===== src/rtl/srt_div_issue_ctrl_if.sv =====
// Handshake bundle between the SRT divide issue controller, its requester,
// the divider datapath and the result consumer.
interface srt_div_issue_ctrl_if #(
    parameter int unsigned DATA_WIDTH = 8,
    parameter int unsigned TAG_WIDTH  = 4
);
    logic                  in_valid;
    logic                  in_ready;
    logic [DATA_WIDTH-1:0] in_dividend;
    logic [DATA_WIDTH-1:0] in_divisor;
    logic [TAG_WIDTH-1:0]  in_tag;

    logic                  div_enable;
    logic [DATA_WIDTH-1:0] div_dividend;
    logic [DATA_WIDTH-1:0] div_divisor;
    logic [DATA_WIDTH-1:0] div_quotient;
    logic [DATA_WIDTH-1:0] div_remainder;

    logic                  out_valid;
    logic                  out_ready;
    logic [DATA_WIDTH-1:0] out_quotient;
    logic [DATA_WIDTH-1:0] out_remainder;
    logic [TAG_WIDTH-1:0]  out_tag;
    logic                  out_dz;

    logic                  busy;

    // Controller side
    modport slave (
        input  in_valid, in_dividend, in_divisor, in_tag,
        input  div_quotient, div_remainder,
        input  out_ready,
        output in_ready,
        output div_enable, div_dividend, div_divisor,
        output out_valid, out_quotient, out_remainder, out_tag, out_dz,
        output busy
    );

    // Requester / divider / consumer side
    modport master (
        output in_valid, in_dividend, in_divisor, in_tag,
        output div_quotient, div_remainder,
        output out_ready,
        input  in_ready,
        input  div_enable, div_dividend, div_divisor,
        input  out_valid, out_quotient, out_remainder, out_tag, out_dz,
        input  busy
    );
endinterface


===== src/rtl/srt_div_issue_ctrl.sv =====
// Operand-issue and result-capture sequencer for the radix-4 SRT divider.
// Divide-by-zero is answered locally without issuing to the divider.
module srt_div_issue_ctrl #(
    parameter int unsigned DATA_WIDTH = 8,
    parameter int unsigned TAG_WIDTH  = 4,
    parameter int unsigned Q_SAMPLE   = 6,
    parameter int unsigned R_SAMPLE   = 7
) (
    input  logic              clk,
    input  logic              reset_n,
    srt_div_issue_ctrl_if.slave bus
);
    localparam int unsigned CW = $clog2(R_SAMPLE + 1);
    localparam logic [CW-1:0] Q_K = CW'(Q_SAMPLE);
    localparam logic [CW-1:0] R_K = CW'(R_SAMPLE);

    typedef enum logic [1:0] {IDLE, ISSUE, WAIT, HOLD} state_t;

    state_t                state_q, state_d;
    logic [CW-1:0]         cnt_q, cnt_d;
    logic [DATA_WIDTH-1:0] dvd_q, dvd_d;
    logic [DATA_WIDTH-1:0] dvs_q, dvs_d;
    logic [DATA_WIDTH-1:0] quo_q, quo_d;
    logic [DATA_WIDTH-1:0] rem_q, rem_d;
    logic [TAG_WIDTH-1:0]  tag_q, tag_d;
    logic                  dz_q, dz_d;

    logic                  in_ready_c;
    logic                  div_enable_c;
    logic                  out_valid_c;
    logic                  busy_c;
    logic [CW-1:0]         k;
    logic                  divisor_zero;

    // k is the number of cycles elapsed since the ISSUE cycle while in WAIT
    assign k            = cnt_q + CW'(1);
    assign divisor_zero = (bus.in_divisor == '0);

    always_ff @(posedge clk) begin
        if (!reset_n) begin
            state_q <= IDLE;
            cnt_q   <= '0;
            dvd_q   <= '0;
            dvs_q   <= '0;
            quo_q   <= '0;
            rem_q   <= '0;
            tag_q   <= '0;
            dz_q    <= 1'b0;
        end else begin
            state_q <= state_d;
            cnt_q   <= cnt_d;
            dvd_q   <= dvd_d;
            dvs_q   <= dvs_d;
            quo_q   <= quo_d;
            rem_q   <= rem_d;
            tag_q   <= tag_d;
            dz_q    <= dz_d;
        end
    end

    always_comb begin
        state_d = state_q;
        case (state_q)
            IDLE:  if (bus.in_valid) state_d = divisor_zero ? HOLD : ISSUE;
            ISSUE: state_d = WAIT;
            WAIT:  if (k == R_K) state_d = HOLD;
            HOLD:  if (bus.out_ready) state_d = IDLE;
            default: state_d = IDLE;
        endcase
    end

    always_comb begin
        in_ready_c   = 1'b0;
        div_enable_c = 1'b0;
        out_valid_c  = 1'b0;
        busy_c       = (state_q != IDLE);
        cnt_d        = cnt_q;
        dvd_d        = dvd_q;
        dvs_d        = dvs_q;
        quo_d        = quo_q;
        rem_d        = rem_q;
        tag_d        = tag_q;
        dz_d         = dz_q;
        case (state_q)
            IDLE: begin
                in_ready_c = 1'b1;
                if (bus.in_valid) begin
                    dvd_d = bus.in_dividend;
                    dvs_d = bus.in_divisor;
                    tag_d = bus.in_tag;
                    if (divisor_zero) begin
                        quo_d = '1;
                        rem_d = bus.in_dividend;
                        dz_d  = 1'b1;
                    end
                end
            end
            ISSUE: begin
                div_enable_c = 1'b1;
                cnt_d        = '0;
            end
            WAIT: begin
                cnt_d = k;
                // Independent ifs so Q_SAMPLE == R_SAMPLE captures both together
                if (k == Q_K) quo_d = bus.div_quotient;
                if (k == R_K) begin
                    rem_d = bus.div_remainder;
                    dz_d  = 1'b0;
                end
            end
            HOLD: out_valid_c = 1'b1;
            default: ;
        endcase
    end

    assign bus.in_ready      = in_ready_c;
    assign bus.div_enable    = div_enable_c;
    assign bus.div_dividend  = dvd_q;
    assign bus.div_divisor   = dvs_q;
    assign bus.out_valid     = out_valid_c;
    assign bus.out_quotient  = quo_q;
    assign bus.out_remainder = rem_q;
    assign bus.out_tag       = tag_q;
    assign bus.out_dz        = dz_q;
    assign bus.busy          = busy_c;
endmodule


===== src/flat_wrapper.sv =====
// flat-port wrapper written by rule: the top's interface ports become plain ports
module srt_div_issue_ctrl_flat 
#(
    parameter int unsigned DATA_WIDTH = 8,
    parameter int unsigned TAG_WIDTH  = 4,
    parameter int unsigned Q_SAMPLE   = 6,
    parameter int unsigned R_SAMPLE   = 7
)
  (clk, reset_n, bus_in_valid, bus_in_dividend, bus_in_divisor, bus_in_tag, bus_div_quotient, bus_div_remainder, bus_out_ready, bus_in_ready, bus_div_enable, bus_div_dividend, bus_div_divisor, bus_out_valid, bus_out_quotient, bus_out_remainder, bus_out_tag, bus_out_dz, bus_busy);
  srt_div_issue_ctrl_if #(.DATA_WIDTH(DATA_WIDTH), .TAG_WIDTH(TAG_WIDTH)) bus_i ();
  input  logic clk;
  input  logic reset_n;
  input wire logic [$bits(bus_i.in_valid)-1:0] bus_in_valid;
  input wire logic [$bits(bus_i.in_dividend)-1:0] bus_in_dividend;
  input wire logic [$bits(bus_i.in_divisor)-1:0] bus_in_divisor;
  input wire logic [$bits(bus_i.in_tag)-1:0] bus_in_tag;
  input wire logic [$bits(bus_i.div_quotient)-1:0] bus_div_quotient;
  input wire logic [$bits(bus_i.div_remainder)-1:0] bus_div_remainder;
  input wire logic [$bits(bus_i.out_ready)-1:0] bus_out_ready;
  output wire logic [$bits(bus_i.in_ready)-1:0] bus_in_ready;
  output wire logic [$bits(bus_i.div_enable)-1:0] bus_div_enable;
  output wire logic [$bits(bus_i.div_dividend)-1:0] bus_div_dividend;
  output wire logic [$bits(bus_i.div_divisor)-1:0] bus_div_divisor;
  output wire logic [$bits(bus_i.out_valid)-1:0] bus_out_valid;
  output wire logic [$bits(bus_i.out_quotient)-1:0] bus_out_quotient;
  output wire logic [$bits(bus_i.out_remainder)-1:0] bus_out_remainder;
  output wire logic [$bits(bus_i.out_tag)-1:0] bus_out_tag;
  output wire logic [$bits(bus_i.out_dz)-1:0] bus_out_dz;
  output wire logic [$bits(bus_i.busy)-1:0] bus_busy;
  assign bus_i.in_valid = bus_in_valid;
  assign bus_i.in_dividend = bus_in_dividend;
  assign bus_i.in_divisor = bus_in_divisor;
  assign bus_i.in_tag = bus_in_tag;
  assign bus_i.div_quotient = bus_div_quotient;
  assign bus_i.div_remainder = bus_div_remainder;
  assign bus_i.out_ready = bus_out_ready;
  assign bus_in_ready = bus_i.in_ready;
  assign bus_div_enable = bus_i.div_enable;
  assign bus_div_dividend = bus_i.div_dividend;
  assign bus_div_divisor = bus_i.div_divisor;
  assign bus_out_valid = bus_i.out_valid;
  assign bus_out_quotient = bus_i.out_quotient;
  assign bus_out_remainder = bus_i.out_remainder;
  assign bus_out_tag = bus_i.out_tag;
  assign bus_out_dz = bus_i.out_dz;
  assign bus_busy = bus_i.busy;
  srt_div_issue_ctrl #(.DATA_WIDTH(DATA_WIDTH), .TAG_WIDTH(TAG_WIDTH), .Q_SAMPLE(Q_SAMPLE), .R_SAMPLE(R_SAMPLE)) u_core (.clk(clk), .reset_n(reset_n), .bus(bus_i));
endmodule

===== config.mk =====
export PLATFORM = sky130hd
export DESIGN_NAME = srt_div_issue_ctrl_flat
export DESIGN_NICKNAME = d
export VERILOG_FILES = /design/src/rtl/srt_div_issue_ctrl_if.sv /design/src/rtl/srt_div_issue_ctrl.sv /design/src/flat_wrapper.sv
export SDC_FILE = /design/constraint.sdc
export NUM_CORES = 1
export LEC_CHECK = 0
export BUFFER_PORTS_ARGS = -buffer_cell sky130_fd_sc_hd__buf_2
export CAP_MARGIN = 10
export CORE_UTILIZATION = 45
export CTS_CLUSTER_DIAMETER = 150
export DETAILED_ROUTE_END_ITERATION = 6
export PLACE_DENSITY = 0.75
export SLEW_MARGIN = 20
export SYNTH_ARGS = -nofsm -noshare
export SYNTH_HDL_FRONTEND = slang
export SYNTH_SLANG_ARGS = --single-unit
export TNS_END_PERCENT = 10

===== constraint.sdc =====
create_clock -name clk -period 3.4 [get_ports clk]
set_input_delay 0.85 -clock clk [delete_from_list [all_inputs] [get_ports clk]]
set_output_delay 0.85 -clock clk [all_outputs]
set_load 0.005 [all_outputs]

==> results of run 1 <==
[state kept, by name, summed over array words and instances, names as in the netlist]
name / cells
u_core.bus.out_quotient: 8
u_core.bus.out_tag: 4
u_core.bus.div_divisor: 8
u_core.bus.out_dz: 1
u_core.state_q: 2
u_core.bus.div_dividend: 8
u_core.cnt_q: 3
u_core.bus.out_remainder: 8
[synthesized netlist by cell type (2+ instances only)]
cell	n	area, um2
ha_1	7	87.6
buf_1	2	7.51
o211a_1	8	80.1
mux2i_1	8	80.1
dfxtp_1	42	841
nor2_1	2	7.51
a311oi_1	2	17.5
o221a_2	6	67.6
and2_1	3	18.8
o221a_1	2	22.5
a21oi_1	27	135
nand2_1	43	161
nor4_1	2	12.5
inv_1	9	33.8
clkbuf_1	8	30.0
o21ai_0	2	10.0
nand3_1	10	50.1
[cell families (layout without fill, tap and decap cells)]
| kind of cell | after synthesis | in the layout | synth area share [%] |
|---|---|---|---|
| AO/OA/AOI/OAI | 52 | 52 | 21.7 |
| XOR/XNOR | 1 | 1 | 0.488 |
| adder cells (fa/ha/maj) | 7 | 7 | 4.88 |
| buffers and inverters | 21 | 99 | 4.88 |
| flip-flops | 42 | 42 | 46.8 |
| multiplexers | 8 | 8 | 4.46 |
| AND/OR/NAND/NOR | 67 | 67 | 16.7 |
[area by class of cell]
cell class / count / share of cell area [%]
Timing Repair Buffer: 82 / 18.0
Sequential cell: 42 / 36.4
Multi-Input combinational cell: 135 / 37.6
Clock inverter: 1 / 0.217
Inverter: 9 / 1.46
Clock buffer: 7 / 3.74
Tap cell: 48 / 2.60
[per-stage QoR]
stage	power (uW)	instances	hold WS [ps]	worst slack [ps]	util, %
floorplan	1110	198	453	1160	-
global placement	1330	316	439	887	59.2
detailed placement	1350	316	444	870	59.2
CTS	1670	324	455	1150	61.7
global route	1780	324	474	1040	61.7
finish	1660	324	452	1140	61.7
[power groups by stage]
stage | Combinational [uW] | Sequential [uW] | Clock, uW
after global placement | 649 | 682 | 0
after global routing | 733 | 689 | 360
after CTS | 666 | 675 | 330
after floorplan | 418 | 689 | 0
after detailed placement | 663 | 684 | 0
final | 661 | 674 | 326
[worst register-to-register path, stage by stage, from the launching register on]
cell and delay [ps]:
dfxtp_1 390, inv_1 80, ha_1 420, inv_1 300
nand2_1 90, a21oi_1 540, o221a_1 290
[routing by layer]
metal	share of wire, %	vias to the layer above	global-route usage [%]
met1	47	758	27.5
met5	0	-	0
li1	-	852	-
met2	47	60	35.8
met3	5.2	8	4.51
met4	1.4	0	8.97
[how the worst min path moves through the flow]
| stage | slack [ps] | from | endpoint |
|---|---|---|---|
| final | 450 | u_core.bus.div_divisor[4] | u_core.bus.div_divisor[4] |
| after global placement | 440 | u_core.bus.div_dividend[4] | u_core.bus.div_dividend[4] |
| after global routing | 470 | u_core.bus.out_tag[2] | u_core.bus.out_tag[2] |
| after floorplan | 450 | u_core.bus.div_dividend[0] | u_core.bus.div_dividend[0] |
| after CTS | 450 | u_core.bus.div_divisor[4] | u_core.bus.div_divisor[4] |
| after detailed placement | 440 | u_core.bus.div_divisor[4] | u_core.bus.div_divisor[4] |
==> results_dict.tcl, run 1 <==
set metrics [dict create \
    design_area_mm2 0.00231 \
    p_sw_share_pct 35.6 \
    drc 0 \
    period_share_pct 66.5 \
    finalHoldViolCount 0 \
    clock_skew_ps 4.74 \
    finalMaxSlewViolations 0 \
    powerDensity_mw_per_mm2 720 \
    ys_types 32 \
    hold_depth 2 \
    min_path_type "register to register" \
    setup_viol_count_final 0 \
    grtUsageTotal_pct 21.8 \
    max_stage_delay_ps 560 \
    cts_resized 0 \
    startpoint "bus_in_divisor[3]" \
    fin_crit_ps 2260 \
    viasPerCell 5.18 \
    io_buffers 80 \
    cts_tree "done" \
    firstDrtPassIters 4 \
    overflow 0 \
    syn_inst 198 \
    worstSetupStartpointType "primary input" \
    die_w_um 65.2 \
    p_int_uw 1070 \
    grt_max_degree 26 \
    post_synth.cell_area_avg_um2 9.07 \
    crit_chain "buf_2 > or4_4 > o32ai_4 > and2_1 > o211a_1" \
    p_sw_uw 592 \
    final_nets 322 \
    cp_top_family "simple AND/OR/NAND/NOR gates" \
    yosysWarnings 0 \
    seq_area_um2 841 \
    synth_flop_cell "dfxtp_1" \
    die_h_um 65.2 \
    drt_iter0_drc 80 \
    yosysSeqAreaShare_pct 46.8 \
    synth_area_mm2 0.00180 \
    htree_levels 2 \
    clock_sinks 42 \
    n_fill_cell 369 \
    criticalPathCategory "primary input to register" \
    ir_worst_vdd_mv 0.405 \
    grt_antenna_before_repair 0 \
    pwr-share-seq_pct 40.6 \
    row_count 22 \
    drv_cap 0 \
    hold_buffers 0 \
    fp.coreArea_mm2 0.00374 \
    critPathCaptureType "register" \
    max_freq_mhz 442 \
    placed_area_mm2 0.00222 \
    wire_per_inst_um 13.2 \
    start_util_pct 48.0 \
    syn_to_final_growth_pct 28.6 \
    cp_max_fo 9 \
    tns_ps 0 \
    post_route_cells_drive_above_1_share_pct 35.1 \
    grt_pass1_vias 1568 \
    crit-reg2reg-launch "u_core.state_q[0]" \
    crit_arrival_ps 2490 \
    diodes 0 \
    rsz0062_at_grt "false" \
    routabilityCongestion 0.815 \
    routed_wirelength_um 4290 \
    power_frac_comb_pct 39.8 \
    async_flop_share_pct 0 \
    r2r-end "u_core.bus.out_quotient[1]" \
    worst_slew_pin_slew_ps 790 \
    power.leakage_uw 0.00114 \
    place_hpwl_um 3090 \
    cts_setup_buffers 0 \
    multi_input_area_um2 867 \
    reg2reg_depth 6 \
    path_depth 5 \
    slew_headroom_pct 47.3 \
    cts_max_path_buffers 2 \
    layout_common_cells "buf_2 (80), nand2_1 (43), dfxtp_1 (42)" \
    cts_made_buffers 5 \
    rrSetupSlack_ps 1230 \
    required_ps 3630 \
    synth-edff-count 0 \
    drtAntennaViolNets 0 \
    cts-root-buf "clkbuf_8" \
    synth_nets 245 \
    clockPowerShare_pct 19.6 \
    cp_slowest_cell "or4_4" \
    dieArea_mm2 0.00425 \
    crit_buf_inv 1 \
    ys_ff_latch 42 \
    layout_commonest_cell "buf_2" \
    cp-endpoint "u_core.bus.out_remainder[6]" \
    status "finished clean" \
    grt_first_pass_wirelength_um 7030 \
    ios 81 \
    vias 1678 \
    insertion_delay_ps 290 \
    clk_pin_slew_worst_paths_ps 80 \
]
Power figures use the tool's default switching activity.
==> run 2, diff against run 1 <==
==> constraint.sdc (replaced) <==
create_clock -name clk -period 2.28 [get_ports clk]
set_input_delay 0.57 -clock clk [delete_from_list [all_inputs] [get_ports clk]]
set_output_delay 0.57 -clock clk [all_outputs]
set_load 0.005 [all_outputs]
==> run 2 against run 1 <==
Against the previous run: critical path depth fell by 1; non-clock buffer count is 6 higher; first-iteration DRC count unchanged; die area did not move; register-to-register slack lost 840 ps; via count up 1.6%; setup slack worse by 850 ps.
==> results_dict.tcl, run 2 (synthesized netlist as in run 1, its figures left out) <==
set metrics [dict create \
    status "finished clean" \
    diodes 0 \
    dieArea_mm2 0.00425 \
    powerDensity_mw_per_mm2 1110 \
    cp_max_fo 6 \
    start_util_pct 48.0 \
    final_nets 328 \
    stdcell_count 330 \
    fin_crit_ps 1990 \
    die_w_um 65.2 \
    fin_ws_ps 287 \
    finalHoldViolCount 0 \
    syn_to_final_growth_pct 31.9 \
    post_route_cells_drive_above_1_share_pct 36.2 \
    layout_common_cells "buf_2 (80), nand2_1 (43), dfxtp_1 (42)" \
    finalMaxSlewViolations 0 \
    cp_slowest_cell "dfxtp_1" \
    worst_slew_pin_slew_ps 540 \
    rsz0062_at_grt "false" \
    cts_max_path_buffers 2 \
    critPathCaptureType "output port" \
    cpMostUsedCell "inv_1" \
    grt_max_degree 26 \
    max_stage_delay_ps 400 \
    multi_input_area_um2 867 \
    firstDrtPassIters 4 \
    p_total_uw 2620 \
    io_buffers 80 \
    worstSetupStartpointType "register" \
    wire_per_inst_um 12.8 \
    vias 1705 \
    clock_sinks 42 \
    period_share_pct 87.4 \
    seq_area_um2 841 \
    power.leakage_uw 0.00118 \
    min_path_type "register to register" \
    n_fill_cell 346 \
    hold_buffers 0 \
    routed_wirelength_um 4230 \
    htree_levels 2 \
    crit_chain "inv_1 > ha_1 > inv_1 > buf_2" \
    drtAntennaViolNets 0 \
    grt_first_pass_wirelength_um 6980 \
    ir_worst_vdd_mv 0.551 \
    cts_resized 0 \
    tns_ps 0 \
    drc 0 \
    grtUsageTotal_pct 21.6 \
    cts_made_buffers 5 \
    die_h_um 65.2 \
    place_hpwl_um 3070 \
    insertion_delay_ps 290 \
    clk_pin_slew_worst_paths_ps 80 \
    cts-root-buf "clkbuf_8" \
    ios 81 \
    max_freq_mhz 502 \
    required_ps 1710 \
    cts_tree "done" \
    fp.coreArea_mm2 0.00374 \
    drv_cap 0 \
    viasPerCell 5.17 \
    overflow 0 \
    routabilityCongestion 0.829 \
    drt_iter0_drc 80 \
    setup_viol_count_final 0 \
    criticalPathCategory "register to output port" \
    pre_cts_slack_ps 185 \
    crit_arrival_ps 1420 \
    layout_commonest_cell "buf_2" \
    row_count 22 \
    grt_pass1_vias 1609 \
    grt_antenna_before_repair 0 \
    clock_skew_ps 5.85 \
    dp.cells 322 \
    cts_setup_buffers 0 \
    slew_headroom_pct 63.6 \
]
==> run 2: cell count changes in the layout (fill, tap and decap cells not counted), sizes merged <==
cell    previous run  this run
clkinv             1         0
buf               82        88
bufinv             0         1
==> run 2: per-layer routing <==
| layer | global-route usage, % | vias up | routed length, um |
|---|---|---|---|
| li1 | - | 865 | - |
| met1 | 26.4 | 779 | 1940 |
| met2 | 35.4 | 55 | 1970 |
| met3 | 6.94 | 6 | 251 |
| met4 | 7.34 | 0 | 74 |
| met5 | 0 | - | 0 |
==> run 2: worst max-delay path: cells and delay by family (launching register included) <==
kind	cells	cell delay [ps]
adders and majority gates	1	300
buffers and inverters	3	430
DFF	1	400
==> run 2: report_power, final <==
group	switching, uW	internal [uW]	leakage, uW	total [uW]
clock network	241	328	0.0000524	569
logic	556	492	0.000779	1050
registers	93.3	909	0.000344	1000
==> run 2: area by class of cell <==
cell class	count	area share [%]
Multi-Input combinational cell	135	36.6
Sequential cell	42	35.5
Timing Repair Buffer	88	19.4
Clock buffer	7	3.22
Tap cell	48	2.54
Inverter	9	1.43
Clock inverter	1	1.27
==> run 2: per-stage QoR <==
step                hold WS (ps)  utilization, %  cell area (um2)
CTS                          458            63.3             2370
floorplan                    453               -             1800
detailed placement           446            60.4             2260
global route                 481            63.3             2370
global placement             439            60.4             2260
finish                       456            63.3             2370
==> run 2: final timing paths <==
path                                                 start                          to  slack [ps]  cells past startpoint
worst max-delay path                     u_core.state_q[0]                    bus_busy         290                      4
worst min-delay path            u_core.bus.div_dividend[3]  u_core.bus.div_dividend[3]         460                      2
worst min register to register  u_core.bus.div_dividend[3]  u_core.bus.div_dividend[3]         460                      2
worst max register to register           u_core.state_q[0]  u_core.bus.out_quotient[7]         390                      8
